<file path="config.mk">
export PLATFORM = sky130hd
export DESIGN_NAME = regfile_multiport
export DESIGN_NICKNAME = d
export VERILOG_FILES = /design/src/rtl/regfile_pkg.sv /design/src/rtl/regfile_clear_fsm.sv /design/src/rtl/regfile_multiport.sv
export SDC_FILE = /design/constraint.sdc
export NUM_CORES = 2
export LEC_CHECK = 0
export ABC_CLOCK_PERIOD_IN_PS = 2100
export BUFFER_PORTS_ARGS = -buffer_cell sky130_fd_sc_hd__clkbuf_2
export CORE_ASPECT_RATIO = 1.5
export CORE_UTILIZATION = 26
export DETAILED_ROUTE_END_ITERATION = 8
export GPL_ROUTABILITY_DRIVEN = 0
export HOLD_SLACK_MARGIN = 0.03
export SYNTH_ARGS = -nofsm -noshare
export SYNTH_HDL_FRONTEND = slang
export SYNTH_SLANG_ARGS = --single-unit
</file>
<file path="constraint.sdc">
create_clock -name clk -period 2.1 [get_ports clk]
set_input_delay 0.315 -clock clk [delete_from_list [all_inputs] [get_ports clk]]
set_output_delay 0.315 -clock clk [all_outputs]
set_load 0.02 [all_outputs]
</file>
<file path="src/rtl/regfile_pkg.sv">
// regfile_pkg
//   Shared definitions for the multiport register file:
//   - default geometry constants (WIDTH, DEPTH, NREAD)
//   - clear controller state enumeration
//   - address-width helper used to size index ports and the clear counter
package regfile_pkg;

    localparam int DEF_WIDTH = 32;
    localparam int DEF_DEPTH = 32;
    localparam int DEF_NREAD = 2;

    typedef enum logic [0:0] {
        CLR_IDLE  = 1'b0,
        CLR_CLEAR = 1'b1
    } clr_state_e;

    // Index width for a file of 'depth' entries (depth is a power of two >= 2).
    function automatic int addr_w(input int depth);
        return $clog2(depth);
    endfunction

endpackage

</file>
<file path="src/rtl/regfile_clear_fsm.sv">
// regfile_clear_fsm
//   Sequences a whole-file clear, one entry per cycle, and flags writes that
//   arrive while the clear is running.
//   Ports:
//     clk, reset  : clock, synchronous active-high reset
//     clr_req     : start a clear (ignored while one is already running)
//     we          : write enable from the host, used only to detect drops
//     busy        : clear in progress; clr_idx is the entry zeroed this cycle
//     clr_idx     : entry being cleared in the current busy cycle
//     wr_drop     : one-cycle pulse, the write of the previous cycle was dropped
module regfile_clear_fsm
    import regfile_pkg::*;
#(
    parameter  int DEPTH = DEF_DEPTH,
    localparam int AW    = addr_w(DEPTH)
) (
    input  logic          clk,
    input  logic          reset,
    input  logic          clr_req,
    input  logic          we,
    output logic          busy,
    output logic [AW-1:0] clr_idx,
    output logic          wr_drop
);

    localparam logic [AW-1:0] CNT_LAST = AW'(DEPTH - 1);

    clr_state_e    state_q, state_d;
    logic [AW-1:0] cnt_q, cnt_d;
    logic          wr_drop_q, wr_drop_d;

    always_comb begin
        state_d   = state_q;
        cnt_d     = cnt_q;
        wr_drop_d = 1'b0;
        unique case (state_q)
            CLR_IDLE: begin
                if (clr_req) begin
                    state_d = CLR_CLEAR;
                    cnt_d   = '0;
                end
            end
            CLR_CLEAR: begin
                // Any write offered while clearing is lost; report it next cycle.
                wr_drop_d = we;
                // Counter wraps to 0 naturally when leaving on the last entry,
                // and clr_req is deliberately not looked at here.
                cnt_d = cnt_q + AW'(1);
                if (cnt_q == CNT_LAST) begin
                    state_d = CLR_IDLE;
                end
            end
            default: begin
                state_d = CLR_IDLE;
                cnt_d   = '0;
            end
        endcase
    end

    always_ff @(posedge clk) begin
        if (reset) begin
            state_q   <= CLR_IDLE;
            cnt_q     <= '0;
            wr_drop_q <= 1'b0;
        end else begin
            state_q   <= state_d;
            cnt_q     <= cnt_d;
            wr_drop_q <= wr_drop_d;
        end
    end

    assign busy    = (state_q == CLR_CLEAR);
    assign clr_idx = cnt_q;
    assign wr_drop = wr_drop_q;

endmodule

</file>
<file path="src/rtl/regfile_multiport.sv">
// regfile_multiport
//   One write port, NREAD combinational read ports, optional hardwired zero
//   register, optional same-cycle write-to-read forwarding, and a sequenced
//   whole-file clear.
//   Ports:
//     clk, reset  : clock, synchronous active-high reset (zeroes the file)
//     we/waddr/wdata : write port
//     raddr       : NREAD packed read indices, port i at [i*AW +: AW]
//     rdata       : NREAD packed read words,  port i at [i*WIDTH +: WIDTH]
//     clr_req     : request a clear of every entry
//     busy        : clear in progress, host writes are dropped
//     wr_drop     : one-cycle pulse after a dropped write
module regfile_multiport
    import regfile_pkg::*;
#(
    parameter  int WIDTH    = DEF_WIDTH,
    parameter  int DEPTH    = DEF_DEPTH,
    parameter  int NREAD    = DEF_NREAD,
    parameter  int ZERO_REG = 1,
    parameter  int BYPASS   = 1,
    localparam int AW       = addr_w(DEPTH)
) (
    input  logic                   clk,
    input  logic                   reset,
    input  logic                   we,
    input  logic [AW-1:0]          waddr,
    input  logic [WIDTH-1:0]       wdata,
    input  logic [NREAD*AW-1:0]    raddr,
    output logic [NREAD*WIDTH-1:0] rdata,
    input  logic                   clr_req,
    output logic                   busy,
    output logic                   wr_drop
);

    logic [WIDTH-1:0] mem_q [DEPTH];
    logic [WIDTH-1:0] mem_d [DEPTH];
    logic [AW-1:0]    clr_idx;
    logic             wr_to_zero;
    logic             wr_acc;

    regfile_clear_fsm #(
        .DEPTH (DEPTH)
    ) u_clear_fsm (
        .clk     (clk),
        .reset   (reset),
        .clr_req (clr_req),
        .we      (we),
        .busy    (busy),
        .clr_idx (clr_idx),
        .wr_drop (wr_drop)
    );

    // Writes to a hardwired zero register vanish silently (no drop pulse).
    assign wr_to_zero = (ZERO_REG != 0) && (waddr == '0);
    assign wr_acc     = we && !busy && !wr_to_zero;

    always_comb begin
        mem_d = mem_q;
        if (busy) begin
            mem_d[clr_idx] = '0;
        end else if (wr_acc) begin
            mem_d[waddr] = wdata;
        end
    end

    always_ff @(posedge clk) begin
        if (reset) begin
            for (int i = 0; i < DEPTH; i++) begin
                mem_q[i] <= '0;
            end
        end else begin
            mem_q <= mem_d;
        end
    end

    for (genvar i = 0; i < NREAD; i++) begin : g_rd
        logic [AW-1:0]    idx;
        logic [WIDTH-1:0] rd_word;

        assign idx = raddr[i*AW +: AW];

        // wr_acc already excludes busy, so forwarding is off during a clear.
        always_comb begin
            if ((ZERO_REG != 0) && (idx == '0)) begin
                rd_word = '0;
            end else if ((BYPASS != 0) && wr_acc && (idx == waddr)) begin
                rd_word = wdata;
            end else begin
                rd_word = mem_q[idx];
            end
        end

        assign rdata[i*WIDTH +: WIDTH] = rd_word;
    end

endmodule

</file>
Word level (Yosys, flattened, before mapping)
Cells that the tools add are included.
Storage, ports and cells
  flip-flop bits (word level): 1031
  input bits: 51
  output and inout port bits: 66
  word-level logic and storage cells: 88
Cells by class
  add/subtract/negate cells: 1
  order comparisons: 6
  equality and inequality tests: 4
  multiplexer cells: 22
  bitwise gates (word level): 7
  reductions and logical operators: 13
Operators by type and width (count)
  1024-bit 2-to-1 mux: 2
  1024-bit AND: 1
  1024-bit bitwise mux: 1
  1024-bit inverter: 1
  32-bit binary-select mux with 5-bit select: 2
  32-bit demux with 5-bit select: 2
  32-bit 2-to-1 mux: 10
  6-bit >= comparator (second input constant): 4
  5-bit inverter with 6-bit output: 4
  5-bit zero test: 3
  6-bit by 1-bit < comparator with 1-bit output (second input constant): 2
  5-bit == test: 2
  5-bit one-hot mux with 2 select lines: 1
  1-bit logical AND: 6
  5-bit by 1-bit adder with 5-bit output (second input constant): 1
  5-bit == test (second input constant): 1
  5-bit 2-to-1 mux: 1
  1-bit zero test: 2
  1-bit 2-to-1 mux: 2
  2-bit != test (second input constant): 1
  1-bit one-hot mux with 2 select lines: 1
  2-bit nonzero test: 1
  2-bit OR reduction: 1
  1-bit inverter: 1

Longest topological paths before layout
  depth after elaboration: 8
  depth in mapped cells: 10
  depth with buffers taken out: 7

Cells and area by module
From an unflattened synthesis, not the netlist that was laid out.
Second synthesis, totals
  cells, all modules: 5289
  area, all modules: 51944.8 um^2
By module, submodules not included
  regfile_multiport: instances 1, cells an instance 5256, area each 51632.0 um^2, sequential area each 20499.7 um^2
  regfile_clear_fsm: instances 1, cells an instance 33, area each 312.8 um^2, sequential area each 140.1 um^2

Worst setup path after synthesis
No wires, ideal clock.
  path kind: input-to-output
  start point: input waddr[2]
  end point: output rdata[0]
  arrival time: 2215 ps
  data required time: 1785 ps
  path slack: -430 ps
  stages on the path: 8
  path buffers: 3
  cells stage by stage: clkbuf_1 or2_1 buf_2 o311ai_4 or2_1 buf_2 nand2_1 o311ai_1
Between the ends
  word-level cells in the longest chain between the ends: 6
  elaborated cells on any way between the ends: 7
  those cells by class: eq/ne: 1; mux: 2; reduce/logical: 4
RTL lines
  from (decl): line regfile_multiport.sv:26  | input logic [AW-1:0] waddr,
  5-bit zero test: line regfile_multiport.sv:54  | assign wr_to_zero = (ZERO_REG != 0) && (waddr == '0);
  1-bit zero test: line regfile_multiport.sv:55  | assign wr_acc = we && !busy && !wr_to_zero;
  1-bit logical AND: line regfile_multiport.sv:55
  1-bit logical AND (*): line regfile_multiport.sv:86  | end else if ((BYPASS != 0) && wr_acc && (idx == waddr)) begin
  32-bit 2-to-1 mux (*): line regfile_multiport.sv:86
  32-bit 2-to-1 mux (*): line regfile_multiport.sv:84  | if ((ZERO_REG != 0) && (idx == '0)) begin
  to (decl): line regfile_multiport.sv:29  | output logic [NREAD*WIDTH-1:0] rdata,
Mark *: on every way between the ends. The rest lies on a longest branch, timed or not.

Worst setup path after layout
  start point: register u_clear_fsm.state_q, in the netlist u_clear_fsm.busy
  end point: output rdata[52]
Between the ends
  word-level cells in the longest chain between the ends: 6
RTL lines
  from (decl): line regfile_clear_fsm.sv:28  | clr_state_e state_q, state_d;
  from (signal assigned): line regfile_clear_fsm.sv:66  | state_q <= state_d;
  1-bit zero test: line regfile_multiport.sv:55
  1-bit logical AND (2 in a row): line regfile_multiport.sv:55
  1-bit logical AND: line regfile_multiport.sv:86
  32-bit 2-to-1 mux: line regfile_multiport.sv:86
  32-bit 2-to-1 mux: line regfile_multiport.sv:84
No other way between the ends.

==> impl_metrics.env <==
export IMPL_cp_start_kind="register"
export IMPL_numCtsBuffers=94
export IMPL_fin_worst_skew_ps=40.3
export IMPL_cts_tree="yes"
export IMPL_syn_num_nets=5521
export IMPL_power_density_nw_per_um2=655
export IMPL_finalCriticalPeriod_ps=3370
export IMPL_design_area_um2=70700
export IMPL_final_max_slew_viol_count=0
export IMPL_overflow=0
export IMPL_netlist_instances=5465
export IMPL_place_detailed_hpwl_mm=189
export IMPL_clock_fmax_mhz=297
export IMPL_finalHoldViolations=0
export IMPL_post_drt_wl_per_cell_um=31.5
export IMPL_maxCapViolCount=0
export IMPL_dieHeight_um=553
export IMPL_yosys_warnings=0
export IMPL_ir_drop_mv=0.595
export IMPL_synthArstFlopShare_pct=0
export IMPL_fin_tns_setup_ps=-83980
export IMPL_track_usage_pct=26.1
export IMPL_ys_ff_latch=1031
export IMPL_ys_flop_type="dfxtp_1"
export IMPL_grt_max_degree=123
export IMPL_status="finished, violations left"
export IMPL_crit_type="reg2out"
export IMPL_end_kind="output pin"
export IMPL_worstHoldStart="wdata[29]"
export IMPL_violations="DRC, setup timing"
export IMPL_clk_pin_slew_worst_paths_ps=70
export IMPL_switching_share_pct=28.0
export IMPL_root_buffer="clkbuf_16"
export IMPL_ant_nets=0
export IMPL_fin_cells=8769
export IMPL_crit_required_ps=1780
export IMPL_dieWidth_um=369
export IMPL_worst_slew_pin_slew_ps=1170
export IMPL_p_switching_mw=13.0
export IMPL_ios=117
export IMPL_antenna_found_initial=17
export IMPL_dr_pass1_iters=9
export IMPL_place_area_um2=65300
export IMPL_core_area_um2=200000
export IMPL_rsz0062_at_grt="yes"
export IMPL_layout_setup_ws_ps=-1270
export IMPL_worst_path_max_fanout=7
export IMPL_htreeDepth=3
export IMPL_num_vias=53654
export IMPL_drtIter0Drc=8204
export IMPL_die_area_um2=204000
export IMPL_clk_latency_ps=730
export IMPL_dpl_cell_count=8549
export IMPL_via_per_inst=6.12
export IMPL_grt_pass1_wl_mm=387
export IMPL_place_port_buffers=116
export IMPL_power_share_clock_pct=42.7
export IMPL_synth_edf_count=0
export IMPL_syn_mean_instance_area_um2=9.63
export IMPL_startpoint="u_clear_fsm.busy"
export IMPL_comb_power_share_pct=14.6
export IMPL_power_mw=46.3
export IMPL_power_frac_seq_pct=42.6
export IMPL_p_leak_nw=26.2
export IMPL_grt_pass1_vias=52477
export IMPL_synth_area_um2=52700
export IMPL_worstPathArrival_ps=3050
export IMPL_area_growth_pct=34.2
export IMPL_yosysSeqAreaShare_pct=39.2
export IMPL_setup_viol=285
export IMPL_drive_above_1_share_pct=31.4
export IMPL_holdWs_ps=75.4
export IMPL_p_int_mw=33.3
export IMPL_fin_nets=6103
export IMPL_start_util_pct=26.3
export IMPL_hold_path_class="in2reg"
export IMPL_drc=20
export IMPL_finalCritPeriodShare_pct=160
export IMPL_timing_rr_start="u_clear_fsm.busy"
export IMPL_core_rowCount=201
export IMPL_numClockSinks=1031
export IMPL_synth_cell_types=74
export IMPL_cts_buffer_depth=3
export IMPL_wirelength_mm=277
export IMPL_slew_headroom_pct=21.5
-- synth_stat cells, types with 5 or more instances --
cell type  number  area, um^2
nand3_1        75         375
nand2b_1       15        93.8
o22a_1          5        43.8
a221o_1        43         430
a22o_1         20         175
a2111oi_0      16         140
a21oi_1       160         801
a211o_1        11        96.3
buf_1          29         109
nand2_1       150         563
xor2_1          6        52.6
and2_1         40         250
a31oi_1        15        93.8
a311oi_1       18         158
dfxtp_1      1031       20600
a211oi_1       30         225
buf_6          25         282
mux2_2         44         495
a221oi_1       64         561
ha_1            5        62.6
nor4_1         17         106
nor3_2         18         180
and3_1          7        43.8
nor3b_1        10        75.1
a41oi_1         6        52.6
clkbuf_1      477        1790
buf_2         101         505
nor3_1         55         275
nor2_1        988        3710
or2_1           5        31.3
o211a_1         7        70.1
inv_1          11        41.3
buf_4          47         353
nor2b_1         7        43.8
mux2i_1       395        3950
a22oi_1       997        7480
o21ai_0        45         225
o22ai_1        54         338
o211ai_1       15         113
mux4_2        305        6870
o21ai_1        32         160
-- critical path, stage by stage (launching register included) --
cell      delay [ps]
dfxtp_2          320
nand2b_4         160
buf_6            120
or4_4            460
buf_6            150
nor2_4           110
buf_12           130
buf_12           120
buf_12           130
buf_12           130
a211oi_2          50
a211o_1          270
clkbuf_8         160
-- layout by cell type (no fill, tap or decap), types with 50 or more instances in the layout --
| master | count |
|---|---|
| dfxtp_1 | 1030 |
| a22oi_1 | 995 |
| nor2_1 | 976 |
| buf_4 | 776 |
| mux2i_1 | 395 |
| mux4_2 | 305 |
| buf_12 | 225 |
| nand2_1 | 148 |
| a21oi_1 | 110 |
| clkbuf_16 | 96 |
| nand3_1 | 73 |
| a221oi_1 | 59 |
| o22ai_1 | 54 |
| buf_8 | 50 |
| buf_6 | 50 |
-- metal layers --
metal	GRT usage [%]	share of wire, %	wire length (um)	vias up
li1	-	-	-	21794
met1	29.6	34	93700	26248
met2	39.3	43	119000	4215
met3	8.33	13	34900	1373
met4	22.7	10	28900	24
met5	0	0.053	146	-
-- path summary, 6_finish.rpt --
check | endpoint | slack [ps] | cells after the start
worst min register to register | mem_q[631] | 480 | 2
worst min-delay path | mem_q[637] | 80 | 3
worst max register to register | mem_q[965] | -170 | 9
worst max-delay path | rdata[52] | -1270 | 12
-- registers in the layout (all words and copies together) (netlist names) --
signal and count:
mem_q 1024, u_clear_fsm.busy 1, u_clear_fsm.clr_idx 5, u_clear_fsm.wr_drop 1
-- per-stage QoR --
step           setup WS, ps  utilization, %
4_1_cts               -1260            35.0
3_3_place_gp          -1020            32.6
3_5_place_dp          -1050            32.6
6_report              -1270            35.3
5_1_grt               -1310            35.3
2_1_floorplan          -145               -
-- cell families after synthesis --
| logic type | Yosys count | synth area share, % |
|---|---|---|
| compound gates | 1569 | 21.8 |
| xor+xnor | 10 | 0.166 |
| fa+ha+maj | 5 | 0.119 |
| buf+inv | 693 | 5.87 |
| flops | 1031 | 39.2 |
| mux | 746 | 21.5 |
| simple gates | 1411 | 11.3 |
-- cell type report --
| cell class | count | area [um^2] |
|---|---|---|
| fillers | 19657 | 130000 |
| multi-input cells | 3741 | 31000 |
| flip-flops and latches | 1031 | 20600 |
| repair buffers | 1165 | 12300 |
| well taps | 2639 | 3300 |
| clock buffers | 128 | 2680 |
| clock inverters | 46 | 764 |
| inverters | 14 | 52.6 |
| diodes | 5 | 12.5 |
-- power by group through the flow --
stage,combinational (mW),sequential [mW],clock [mW]
floorplan,3.15,20.2,0
global placement,6.07,20.2,0
detailed placement,6.09,20.2,0
CTS,6.41,19.7,19.8
global route,6.86,19.7,20.5
finish,6.77,19.7,19.8
-- what timing repair did --
item                                    4_1_cts  5_1_grt
pin swaps                                    51       53
cloned                                        7        1
endpoints found under the setup margin      477      452
resized for setup                           216      123
hold buffers                                  4        0
endpoints found under the hold margin        33        0
buffers inserted                             38       11
Note: power is estimated with default switching activity, not from simulation.
